### src/rtl/decod_rr_arbiter.sv
// ============================================================================
// Module   : decod_rr_arbiter
// Brief    : 16-way round-robin arbiter with hold timeout and one-hot grant.
// Revision : 1.0 - initial release
// ============================================================================
`default_nettype none

module decod_rr_arbiter #(
  parameter int MAX_HOLD = 16,
  parameter int CNT_W    = 8
) (
  input  logic        clk,
  input  logic        rst,
  input  logic [15:0] i_req,
  input  logic        i_done,
  output logic        o_grant_valid,
  output logic [3:0]  o_grant_idx,
  output logic [15:0] o_grant_oh,
  output logic        o_timeout,
  output logic        o_busy
);

  localparam logic [1:0] c_IDLE    = 2'd0;
  localparam logic [1:0] c_GRANT   = 2'd1;
  localparam logic [1:0] c_RECOVER = 2'd2;

  localparam logic [CNT_W-1:0] c_HOLD_LAST = CNT_W'(MAX_HOLD - 1);
  localparam logic [15:0]      c_ONE       = 16'h0001;

  logic [1:0]       r_state;
  logic [3:0]       r_ptr;
  logic [CNT_W-1:0] r_hold_cnt;
  logic             r_grant_valid;
  logic [3:0]       r_grant_idx;
  logic [15:0]      r_grant_oh;
  logic             r_timeout;
  logic             r_busy;

  logic [31:0] w_req_dbl;
  logic [15:0] w_rot;
  logic [3:0]  w_off;
  logic [3:0]  w_winner;
  logic        w_holder_req;

  // Rotate requests so that bit 0 is the requester at ptr; the lowest set
  // bit then gives the round-robin offset from ptr.
  assign w_req_dbl = {i_req, i_req} >> r_ptr;
  assign w_rot     = w_req_dbl[15:0];

  always_comb begin
    w_off = 4'd0;
    for (int k = 15; k >= 0; k--) begin
      if (w_rot[k]) w_off = 4'(k);
    end
  end

  assign w_winner     = r_ptr + w_off;
  assign w_holder_req = i_req[r_grant_idx];

  always_ff @(posedge clk) begin
    if (rst) begin
      r_state       <= c_IDLE;
      r_ptr         <= 4'd0;
      r_hold_cnt    <= '0;
      r_grant_valid <= 1'b0;
      r_grant_idx   <= 4'd0;
      r_grant_oh    <= 16'd0;
      r_timeout     <= 1'b0;
      r_busy        <= 1'b0;
    end else begin
      r_timeout <= 1'b0;
      case (r_state)
        c_IDLE: begin
          if (i_req != 16'd0) begin
            r_state       <= c_GRANT;
            r_grant_valid <= 1'b1;
            r_grant_idx   <= w_winner;
            r_grant_oh    <= c_ONE << w_winner;
            r_hold_cnt    <= '0;
            r_busy        <= 1'b1;
          end
        end
        c_GRANT: begin
          if (i_done || !w_holder_req || (r_hold_cnt == c_HOLD_LAST)) begin
            // done and request drop take precedence over the timeout flag
            r_timeout     <= !i_done && w_holder_req;
            r_state       <= c_RECOVER;
            r_ptr         <= r_grant_idx + 4'd1;
            r_grant_valid <= 1'b0;
            r_grant_idx   <= 4'd0;
            r_grant_oh    <= 16'd0;
            r_hold_cnt    <= '0;
          end else begin
            r_hold_cnt <= r_hold_cnt + 1'b1;
          end
        end
        c_RECOVER: begin
          r_state <= c_IDLE;
          r_busy  <= 1'b0;
        end
        default: begin
          r_state       <= c_IDLE;
          r_grant_valid <= 1'b0;
          r_grant_idx   <= 4'd0;
          r_grant_oh    <= 16'd0;
          r_busy        <= 1'b0;
        end
      endcase
    end
  end

  assign o_grant_valid = r_grant_valid;
  assign o_grant_idx   = r_grant_idx;
  assign o_grant_oh    = r_grant_oh;
  assign o_timeout     = r_timeout;
  assign o_busy        = r_busy;

endmodule

`default_nettype wire

### config.mk
export PLATFORM = sky130hd
export DESIGN_NAME = decod_rr_arbiter
export DESIGN_NICKNAME = d
export VERILOG_FILES = /design/src/rtl/decod_rr_arbiter.sv
export SDC_FILE = /design/constraint.sdc
export NUM_CORES = 1
export LEC_CHECK = 0
export CORE_ASPECT_RATIO = 0.8
export CORE_MARGIN = 1.5
export CORE_UTILIZATION = 56
export CTS_CLUSTER_DIAMETER = 80
export CTS_CLUSTER_SIZE = 10
export DETAILED_ROUTE_END_ITERATION = 10
export PLACE_DENSITY = 0.85
export SLEW_MARGIN = 5
export SYNTH_ARGS = -nofsm -noshare
export SYNTH_HDL_FRONTEND = slang
export SYNTH_SLANG_ARGS = --single-unit
### constraint.sdc
create_clock -name clk -period 5.85 [get_ports clk]
set_input_delay 1.755 -clock clk [delete_from_list [all_inputs] [get_ports clk]]
set_output_delay 1.755 -clock clk [all_outputs]
set_load 0.02 [all_outputs]
* Yosys cells after proc, flatten, opt, wreduce, memory -nomap -nowiden
Index checks and enable logic that the tools add are counted.
Storage, ports and cells: memory bits (read-only) 0, RAM bits 0, output and inout port bits 23, latch bits 0, input bits 19, memories kept 0, flip-flop bits (word level) 37
Cells by class: bitwise operators 3, shifts and indexed selects 2, reductions and logical operators 14, add/sub/neg operators 3, mux-type cells 34, magnitude comparators 1, $mul 0, divide/modulo/power cells 0, eq/ne operators 5
Operators by type and width (count):
- 2-to-1 mux 4 bit | 18
- one-hot mux 16 bit (3 select lines) | 1
- 2-to-1 mux 16 bit | 2
- >> shifter 32 x 4 -> 16 bit | 1
- 2-to-1 mux 8 bit | 2
- one-hot mux 8 bit (2 select lines) | 1
- nonzero test 16 bit | 1
- << shifter 1 x 4 -> 16 bit, first input constant | 1
- one-hot mux 4 bit (3 select lines) | 1
- adder 8 x 1 -> 8 bit, second input constant | 1
- equality test 8 x 4 -> 1 bit, second input constant | 1
- AND reduction 2 bit | 4
- < comparator 4 x 5 -> 1 bit, second input constant | 1
- adder 4 x 1 -> 4 bit, second input constant | 1
- adder 4 bit | 1
- binary-select mux 1 bit (select 4 bit) | 1
- 2-to-1 mux 2 bit | 2
- inequality test 2 bit, second input constant | 2
- one-hot mux 2 bit (2 select lines) | 1
- 2-to-1 mux 1 bit | 3
- NOT 1 bit | 3
- one-hot mux 1 bit (3 select lines) | 1
- AND reduction 3 bit | 1
- OR reduction 3 bit | 1
- 8 further kinds | 10

* Depth between registers and ports, before layout
depth in word-level cells 21, depth in mapped cells 18, gate-level depth less buffers 14

* Least setup slack after synthesis
Ideal clock, no wire load.
path type input to register, start input i_req[15], end register r_grant_oh[10] (netlist: o_grant_oh[10]), path slack 0.717 ns, stages on the path 12, library setup time 0.079 ns, arrival time 5.054 ns, path through mux4_1 o21ai_0 o211ai_1 o311ai_0 a21oi_1 or3b_2 fa_1 xnor2_1 or4_1 nor4_1 nand4_1 o211ai_1
On the way: longest elaborated chain between the ends 21, elaborated cells on any way between the ends 30, those cells by class 1 x add/sub; 2 x eq/ne; 2 x shift; 20 x mux; 5 x reduce/logical
Ends and longest elaborated chain:
- start: declaration | line 14 | input logic [15:0] i_req,
- >> shifter 32 x 4 -> 16 bit | line 47 | assign w_req_dbl = {i_req, i_req} >> r_ptr;
- 2-to-1 mux 4 bit (16 in series) | line 53 | if (w_rot[k]) w_off = 4'(k);
- adder 4 bit | line 57 | assign w_winner = r_ptr + w_off;
- << shifter 1 x 4 -> 16 bit | line 78 | r_grant_oh <= c_ONE << w_winner;
- 2-to-1 mux 16 bit | line 74 | if (i_req != 16'd0) begin
- one-hot mux 16 bit (3 select lines) | line 72 | case (r_state)
- end signal: assignment | line 78
- end: declaration | line 35 | logic [15:0] r_grant_oh;
Parallel ways exist; a longest one is shown, timed or not. The select of a mux whose other input is x is not followed. A chain may end at the register's enable or synchronous reset.

* Worst setup path in the final report
start input i_req[8], end register r_grant_oh[13] (netlist: o_grant_oh[13])
Same word-level chain as after synthesis.

==> metrics <==
final cycle utilization of the critical path=approximately 97%; mux cell area share after synthesis=between 20% and 30%; clk root buf=clkbuf_8; Net Sw Power=0.000557 W; die area=about 6100 um^2; DRC violation count after routing=0; # fillers=427; sequential power share=26.7%; routed vias/inst=about 6.6; post-cts repair resize count=0; Row Count=24; Synth Area in Compound Gates=about a fifth; htree depth=2; # setup viols final=0; Total Wirelength=8.48 mm; Pwr Density=320 nW/um^2; worst-margin pin slew=0.967 ns; Avg Cell Area, Syn=9.11 um^2; ant diodes=0; Logic pwr share=58.1%; layout cells sized above 1=18.3%; detailed-route via count=3128; die height=roughly 70 um; Crit-path slowest cell=mux4_1; chip width=87.2 um; Initial Utilization=58.2%; CTS Buf Count=5; ys async rst share=0%; Global Route Usage Sum=29.0%; CP required=6.07 ns; final worst path period need=~5.7 ns; Final ANT Viol Nets=0; clk_lat worst skew=0.30 ns; switching share of power=44.8%; CTS Buffer Depth=2; Yosys reg bits=37; vias in the first global route=2936; Port Buffer Count=41; largest net degree at the start of global routing=26; hpwl dp=6.30 mm; slew margin rel.=35.4%; post-route cell area=a little under 4000 um^2; Pint=0.000685 W; Mapped Cells=349; final core occ=70.9%; Worst Skew=between 0.003 and 0.004 ns; setup TNS=0 ns; worst reg2reg path depth=12; Cell Area, Synth=3180 um^2; number of primary I/O pins=42; sequential fraction of the synthesis area=a little under a quarter; largest family of logic cells by synthesized area=simple AND/OR/NAND/NOR gates; HP Class=register to register; max incr delay on CP=0.61 ns; initial detailed-routing violation count=398; hold buffers post-CTS=0; first-pass GRT wire length=14.1 mm; library cells used by synthesis=63; Peak Freq=0.176 GHz; leak pwr=1.30 nW; CTS tree=done; Clk pwr share=15.2%; placed cell area=~3800 um^2; startpoint types=primary input; CORE AREA=5470 um^2; synth warn=0; final hold viol count=0; area share of xor/xnor cells in the synthesized design=3.03%; status=completed; DR pass1 iterations=5; count of flip-flops with a built-in enable after synthesis=0; endpoint type of the worst setup path=register; clock sink count=37; RePlAce Congestion=0.906; Setup CP Type=primary input to register; crit-path max FO=6; Post-Synth Simple-Gate Area=between 20 and 25%; RSZ-0062 raised after global routing=yes; Hold Path Cell Cnt=1; Layout area overhead=22.0%; syn_nets=374; WL/cell=17.8 um; Max Cap Viol=0; critical-path cell list=clkdlybuf4s50_1 > mux4_1 > mux2i_1 > a21oi_1 > o311ai_0 > a21oi_1 > or3b_2 > fa_1 > xnor2_1 > nand4_1 > nor3_1 > nand4_1 > o211ai_1; grt ovf=0; post-synthesis adder-cell area fraction=2.60%; worst vdd rail ir drop=231 uV; nets=about 420; CP arrival=5.90 ns; dominant synthesized flop cell=dfxtp_1; initial antenna violation count=0; Clock transition at path regs=~0.080 ns; setup bufs post-CTS=0; fin. max-slew vios=0
-- synthesized netlist by cell type, types with 3 or more instances --
| library cell | instances | share of area, % |
|---|---|---|
| nor3_1 | 12 | 1.9 |
| buf_2 | 4 | 0.63 |
| nand4_1 | 13 | 2.6 |
| nor2b_1 | 5 | 0.98 |
| a22o_1 | 3 | 0.83 |
| xnor2_1 | 4 | 1.1 |
| a211o_1 | 3 | 0.83 |
| and2_1 | 5 | 0.98 |
| inv_1 | 13 | 1.5 |
| mux2_2 | 4 | 1.4 |
| a21oi_1 | 12 | 1.9 |
| mux4_1 | 8 | 6.6 |
| o21ai_0 | 6 | 0.94 |
| nor2_1 | 22 | 2.6 |
| xor2_1 | 7 | 1.9 |
| nand2b_1 | 7 | 1.4 |
| o31ai_1 | 9 | 2.1 |
| nand3_1 | 14 | 2.2 |
| ha_1 | 5 | 2.0 |
| a211oi_1 | 9 | 2.1 |
| clkbuf_1 | 15 | 1.8 |
| o211ai_1 | 18 | 4.3 |
| nor4_1 | 8 | 1.6 |
| nand2_1 | 38 | 4.5 |
| mux4_2 | 16 | 11 |
| mux2i_1 | 8 | 2.5 |
| dfxtp_1 | 37 | 23 |
-- power groups by stage --
stage / logic (W) / clock network, W / registers (W)
2_1_floorplan: 0.000489 / 0 / 0.000334
5_1_grt: 0.000775 / 0.000199 / 0.000340
3_3_place_gp: 0.000674 / 0 / 0.000335
3_5_place_dp: 0.000688 / 0 / 0.000338
6_report: 0.000721 / 0.000189 / 0.000332
4_1_cts: 0.000690 / 0.000190 / 0.000332
-- cells in the final DEF, fill, tap and decap left out, types with 2 or more instances in the layout --
master            n
o22ai_1           2
nor2b_1           5
mux4_2           18
mux2i_1           7
nand2b_1          7
nor3b_1           2
nor4_1            6
a21oi_1          12
a211o_1           3
o211ai_1         18
xnor2_1           4
nor3_1           11
or3_1             2
nand2_1          38
a22oi_1           2
ha_1              5
mux2_2            4
nand4_1          13
clkbuf_8          5
or3b_2            2
nand3b_1          2
inv_1            13
o31ai_1           9
buf_4            25
nor2_1           20
a22o_1            3
clkdlybuf4s50_1  41
mux2i_2           2
mux4_1            6
nor4_2            2
and2_1            5
o21ai_0           6
xor2_1            7
a211oi_1          9
dfxtp_1          37
nand3_1          14
a21o_1            2
-- path summary, 6_finish.rpt --
| kind | start | slack [ns] | end |
|---|---|---|---|
| setup / recovery | i_req[8] | 0.17 | o_grant_oh[13]$_SDFFE_PP0P_ |
| hold / removal | o_grant_valid$_SDFFE_PP0P_ | 0.45 | o_grant_valid$_SDFFE_PP0P_ |
| setup reg to reg | r_ptr[1]$_SDFFE_PP0P_ | 1.05 | o_grant_oh[13]$_SDFFE_PP0P_ |
| hold reg to reg | o_grant_valid$_SDFFE_PP0P_ | 0.45 | o_grant_valid$_SDFFE_PP0P_ |
-- layout make-up --
class | count | area, um^2 | area share, %
clock buffer | 5 | 68.8 | 1.77
clock inverter | 3 | 21.3 | 0.549
inverter | 13 | 48.8 | 1.26
multi-input combinational | 275 | 2300 | 59.4
sequential | 37 | 741 | 19.1
tap | 78 | 97.6 | 2.52
timing repair buffer | 66 | 598 | 15.4
-- flip-flops by register name, indices dropped and copies added (netlist names) --
signal and flops:
r_hold_cnt 8, o_busy 1, r_ptr 4, o_timeout 1
r_state 2, o_grant_valid 1, o_grant_idx 4, o_grant_oh 16
-- per-stage QoR --
step | power [W] | std cells | worst slack [ns] | hold WS (ns)
6_report | 0.00124 | 477 | 0.171 | 0.455
5_1_grt | 0.00131 | 477 | -0.0477 | 0.485
4_1_cts | 0.00121 | 477 | 0.152 | 0.459
3_5_place_dp | 0.00103 | 469 | -0.157 | 0.440
3_3_place_gp | 0.00101 | 469 | -0.0517 | 0.435
2_1_floorplan | 0.000823 | 349 | 0.717 | 0.472
-- metal layers --
metal	share of wire [%]	vias to the layer above	routed length (um)	track usage, %
li1	-	1455	-	-
met1	44	1483	3710	41.7
met2	47	169	3950	44.5
met3	8.1	21	691	5.56
met4	1.6	0	136	8.11
met5	0	-	0	0
-- cell families (layout without fill, tap and decap cells) --
group                    Yosys count  after routing
AND/OR/NAND/NOR                  139            139
XOR/XNOR                          11             11
multiplexers                      37             37
buffers and inverters             37             87
flip-flops                        37             37
adder cells (fa/ha/maj)            6              6
AO/OA/AOI/OAI                     82             82
-- worst max-delay path: cells and delay by family --
kind | cells | cell delay (ns)
AOI/OAI and AO/OA | 4 | 0.78
xor gates and xnor gates | 1 | 0.23
adders and majority gates | 1 | 0.42
buffers and inverters | 1 | 0.50
muxes | 2 | 0.82
and+or+nand+nor | 4 | 1.40
(Power assumes the default switching activity.)
